### config.mk
export PLATFORM = sky130hd
export DESIGN_NAME = seg_scan_pwm
export DESIGN_NICKNAME = d
export VERILOG_FILES = /design/src/rtl/seg_scan_pwm.sv
export SDC_FILE = /design/constraint.sdc
export NUM_CORES = 1
export LEC_CHECK = 0
export CAP_MARGIN = 20
export CORE_UTILIZATION = 30
export DETAILED_ROUTE_END_ITERATION = 16
export GPL_ROUTABILITY_DRIVEN = 0
export SYNTH_ARGS = -nofsm -noshare
export SYNTH_HDL_FRONTEND = slang
export SYNTH_SLANG_ARGS = --single-unit
### constraint.sdc
create_clock -name sclk -period 3.25 [get_ports sclk]
set_clock_uncertainty 0.2 [all_clocks]
set_input_delay 0.65 -clock sclk [delete_from_list [all_inputs] [get_ports sclk]]
set_output_delay 0.65 -clock sclk [all_outputs]
set_load 0.005 [all_outputs]
### src/rtl/seg_scan_pwm.sv
// ============================================================================
// Module   : seg_scan_pwm
// Brief    : Multiplexed 7-segment scanner with per-slot blanking and PWM
//            brightness. Optional leading-zero suppression when the macro
//            SEG_SCAN_LZ_SUPPRESS_EN is defined.
// Revision : 1.0
// ============================================================================
`default_nettype none

module seg_scan_pwm #(
    parameter int DIGITS    = 8,
    parameter int SCAN_CYC  = 50000,
    parameter int BLANK_CYC = 500
) (
    input  logic                  sclk,
    input  logic                  rst,
    input  logic                  en,
    input  logic [4*DIGITS-1:0]   digits,
    input  logic [DIGITS-1:0]     dp,
    input  logic [3:0]            bright,
    output logic [DIGITS-1:0]     sel,
    output logic [7:0]            seg,
    output logic                  frame_done
);

    // The counter is kept at least 4 bits wide so the PWM phase slice is legal.
    localparam int CNT_W = ($clog2(SCAN_CYC) < 4) ? 4 : $clog2(SCAN_CYC);
    localparam int IDX_W = (DIGITS > 1) ? $clog2(DIGITS) : 1;

    localparam logic [CNT_W-1:0] c_CNT_LAST = CNT_W'(SCAN_CYC - 1);
    localparam logic [CNT_W-1:0] c_CNT_ONE  = CNT_W'(1);
    localparam logic [CNT_W-1:0] c_BLANK    = CNT_W'(BLANK_CYC);
    localparam logic [IDX_W-1:0] c_IDX_LAST = IDX_W'(DIGITS - 1);
    localparam logic [IDX_W-1:0] c_IDX_ONE  = IDX_W'(1);

    logic [CNT_W-1:0]  r_cnt;
    logic [IDX_W-1:0]  r_idx;
    logic [3:0]        r_snap_code;
    logic              r_snap_dp;
    logic [DIGITS-1:0] r_sel;
    logic [7:0]        r_seg;
    logic              r_frame_done;

    logic              w_cnt_wrap;
    logic              w_last_digit;
    logic              w_blank_phase;
    logic [3:0]        w_nib;
    logic              w_dp_bit;
    logic [DIGITS-1:0] w_sel_n;
    logic [3:0]        w_code_eff;
    logic [3:0]        w_pwm_phase;
    logic              w_pwm_lit;
    logic [7:0]        w_seg_lit;

    function automatic logic [7:0] f_decode(input logic [3:0] code);
        logic [7:0] pat;
        case (code)
            4'd0:    pat = 8'hC0;
            4'd1:    pat = 8'hF9;
            4'd2:    pat = 8'hA4;
            4'd3:    pat = 8'hB0;
            4'd4:    pat = 8'h99;
            4'd5:    pat = 8'h92;
            4'd6:    pat = 8'h82;
            4'd7:    pat = 8'hF8;
            4'd8:    pat = 8'h80;
            4'd9:    pat = 8'h90;
            4'd10:   pat = 8'hFF;
            4'd11:   pat = 8'hBF;
            4'd12:   pat = 8'hC6;
            4'd13:   pat = 8'h89;
            4'd14:   pat = 8'hC7;
            default: pat = 8'h8C;
        endcase
        return pat;
    endfunction

    assign w_cnt_wrap    = (r_cnt == c_CNT_LAST);
    assign w_last_digit  = (r_idx == c_IDX_LAST);
    assign w_blank_phase = (r_cnt < c_BLANK);

    // Mux the current digit's nibble, dp bit and active-low select.
    always_comb begin
        w_nib    = 4'd0;
        w_dp_bit = 1'b0;
        w_sel_n  = '1;
        for (int i = 0; i < DIGITS; i++) begin
            if (r_idx == IDX_W'(i)) begin
                w_nib      = digits[i*4 +: 4];
                w_dp_bit   = dp[i];
                w_sel_n[i] = 1'b0;
            end
        end
    end

`ifdef SEG_SCAN_LZ_SUPPRESS_EN
    logic w_hi_zero;

    always_comb begin
        w_hi_zero = 1'b1;
        for (int i = 0; i < DIGITS; i++) begin
            if ((i > int'(r_idx)) && (digits[i*4 +: 4] != 4'd0)) begin
                w_hi_zero = 1'b0;
            end
        end
    end

    // A suppressed zero is stored as the blank code so dp still applies.
    assign w_code_eff = ((w_nib == 4'd0) && (r_idx != '0) && w_hi_zero) ? 4'd10 : w_nib;
`else
    assign w_code_eff = w_nib;
`endif

    // Mod-16 position within the ON phase; only the low nibble matters.
    assign w_pwm_phase = r_cnt[3:0] - c_BLANK[3:0];
    assign w_pwm_lit   = (w_pwm_phase <= bright);
    assign w_seg_lit   = f_decode(r_snap_code) & {~r_snap_dp, 7'h7F};

    always_ff @(posedge sclk) begin
        if (rst) begin
            r_cnt        <= '0;
            r_idx        <= '0;
            r_snap_code  <= 4'd0;
            r_snap_dp    <= 1'b0;
            r_sel        <= '1;
            r_seg        <= 8'hFF;
            r_frame_done <= 1'b0;
        end else if (!en) begin
            r_cnt        <= '0;
            r_idx        <= '0;
            r_sel        <= '1;
            r_seg        <= 8'hFF;
            r_frame_done <= 1'b0;
        end else begin
            r_cnt <= w_cnt_wrap ? '0 : r_cnt + c_CNT_ONE;
            if (w_cnt_wrap) begin
                r_idx <= w_last_digit ? '0 : r_idx + c_IDX_ONE;
            end
            if (r_cnt == '0) begin
                r_snap_code <= w_code_eff;
                r_snap_dp   <= w_dp_bit;
            end
            r_frame_done <= w_cnt_wrap && w_last_digit;
            if (w_blank_phase) begin
                r_sel <= '1;
                r_seg <= 8'hFF;
            end else begin
                r_sel <= w_sel_n;
                r_seg <= w_pwm_lit ? w_seg_lit : 8'hFF;
            end
        end
    end

    assign sel        = r_sel;
    assign seg        = r_seg;
    assign frame_done = r_frame_done;

endmodule

`default_nettype wire
==> metrics.cfg <==
[clocking]
postCtsSetupBuffers = 0
cts_hold_buf = 0
clkSinkCount = 48
clk_pin_slew_ps = 100
cts_root_buf = clkbuf_8
cts_max_level = 2
postCtsResizedCells = 0
cts_tree = done
clock_latency_ps = 300
cts_made_buffers = 5
cts_max_path_buffers = 2

[worst_setup_path]
r2r-start = r_idx[0]$_SDFFE_PP0N_
end_kind = register
critical_path_class = register to register
crit_top_cell = inv_1
worst_ep_required_time_ps = 3270
cp-start-kind = register
crit_path_start = r_idx[0]$_SDFFE_PP0N_
path_cells = inv_1, ha_2, buf_4, a21oi_1, a2111oi_2, a221oi_2, mux2_2, nor2_1, inv_1, ha_1, inv_1, o21a_1, nor4_4, a311oi_2
cp_slowest_cell = a2111oi_2
arrival_ps = 3110
crit_path_max_incr_delay_ps = 460
cp_max_fo = 11

[grt]
antenna_found_initial = 0
overflow = 0
grt_usage_pct = 15.1
grt_max_degree = 21
grt_pass1_vias = 2529
grt_pass1_wl_um = 11800

[power_and_ir_drop]
fin_total_pwr_mw = 1.30
powerDensity_nw_per_um2 = 342
p_leak_nw = 1.46
peakVddDrop_mv = 0.169

[cells_and_area]
fin_area_um2 = 3810
area_delta_synth_final_pct = 37.8
drive_gt1_share_pct = 16.2
nets = 469
fillers = 888
diodes = 0

[synthesis]
synthTopCellsByArea = dfxtp_1, ha_1, nand2_1, inv_1, a21oi_1
yosys_most_used_dff = dfxtp_1
synth.top_cells.by_count = dfxtp_1, nand2_1, inv_1
netlist_area_um2 = 2770
ys_ff_latch = 48
synth_edf_count = 0
synth.top_cell.area_share_pct = 34.7
synth_largest_area_cell = dfxtp_1
synth.distinct_cells = 57
yosys_warnings = 0
avgSynthCellArea_um2 = 8.59
synthCells = 322
syn-num-nets = 389
synthArstFlopShare_pct = 0
ys_seq_area_share_pct = 34.7
synth.most_common_cell = dfxtp_1

[detailed_routing]
avgViaCountPerCell = 4.99
wirelength_um = 7020
drt_iter0_drc = 77
firstDrtPassIters = 10
drc = 6
drt.antenna.violating_nets = 0
post_drt_wl_per_cell_um = 13.8
num_vias = 2543

[min_path]
hp-class = register to register
min_from = w_seg_lit[3]$_DFF_P_

[timing]
worst_pin_slew_ps = 620
setup_viol_count_final = 0
max_freq_mhz = 324
setup_slack_ps = 161
period_share_pct = 95.0
max-slew-margin-rel_pct = 58.3
final_hold_viol_count = 0
fin_crit_ps = 3090
slew_viol_final = 0

[place]
place_area_um2 = 3620
pre_cts_slack_ps = -112
portBuffers = 63
hpwl_um = 5510

[outcome]
violations = DRC
status = finished, violations left

[floorplan]
num_rows = 34
io_pins = 64
die_w_um = 98.0
die_h_um = 98.0
start_util_pct = 31.4
core_um2 = 8810
dieArea_um2 = 9610

[flow_run]
maxCapViolCount = 0

==> cells by family (layout without fill, tap and decap cells) <==
family / Yosys count / in the layout / share of synthesized area [%]
AO/OA/AOI/OAI: 68 / 68 / 17.0
multiplexers: 9 / 9 / 3.66
AND/OR/NAND/NOR: 124 / 124 / 24.7
flip-flops: 48 / 48 / 34.7
XOR/XNOR: 11 / 11 / 3.48
adder cells (fa/ha/maj): 20 / 20 / 9.05
buffers and inverters: 42 / 122 / 7.33
==> area by class of cell <==
class | count | area (µm²) | share of cell area, %
clock buffer | 5 | 68.8 | 1.81
clock inverter | 2 | 60.1 | 1.58
inverter | 27 | 106 | 2.79
multi-input combinational | 232 | 1660 | 43.5
sequential | 48 | 966 | 25.3
tap | 108 | 135 | 3.55
timing repair buffer | 88 | 818 | 21.5
==> worst paths after layout <==
| kind | endpoint | slack (ps) | cells after the start |
|---|---|---|---|
| hold reg to reg | seg[3]$_SDFF_PP1_ | 210 | 1 |
| setup / recovery | w_seg_lit[3]$_DFF_P_ | 160 | 14 |
| setup reg to reg | w_seg_lit[3]$_DFF_P_ | 160 | 14 |
| hold / removal | seg[3]$_SDFF_PP1_ | 210 | 1 |
==> routing by layer <==
layer | track usage (%) | part of all wire [%] | vias to the layer above
li1 | - | - | 1297
met1 | 18.6 | 45 | 1190
met2 | 26.3 | 50 | 49
met3 | 3.65 | 4.2 | 7
met4 | 3.73 | 1.1 | 0
met5 | 0 | 0 | -
==> metrics by stage <==
step | TNS [ps] | hold WS [ps] | util, % | cells
after floorplan | 0 | 168 | - | 322
after global placement | -341 | 199 | 41.1 | 503
after detailed placement | -392 | 200 | 41.1 | 503
final | 0 | 212 | 43.3 | 510
after CTS | 0 | 219 | 42.6 | 510
after global routing | -8.43 | 235 | 43.3 | 510
==> flip-flops by register name (all words and copies together) (netlist names) <==
register	count
frame_done	1
r_cnt	16
r_idx	3
r_snap_code	4
r_snap_dp	1
seg	8
sel	8
w_seg_lit	7
==> critical path: cells and delay by family, from the launching register on <==
family          cells  cell delay (ps)
simple gates        2              180
flops               1              370
fa+ha+maj           2              510
mux                 1              290
compound gates      5             1010
buf+inv             4              430
==> layout by cell type, fill, tap and decap left out, drive strengths merged, types with 6 or more instances in the layout <==
cell and n:
clkdlybuf4s50 63, nand2 29, ha 20, xor2 6
nand3 9, nor2b 7, dfxtp 48, inv 27
or2 9, o21ai 10, a21oi 18, nor3 7
buf 25, nor2 24, mux2i 6
==> power breakdown <==
| part | internal (mW) | switching [mW] |
|---|---|---|
| logic | 0.110 | 0.0759 |
| registers | 0.605 | 0.00539 |
| clock network | 0.303 | 0.203 |
| total | 1.02 | 0.285 |
Power figures use the tool's default switching activity.
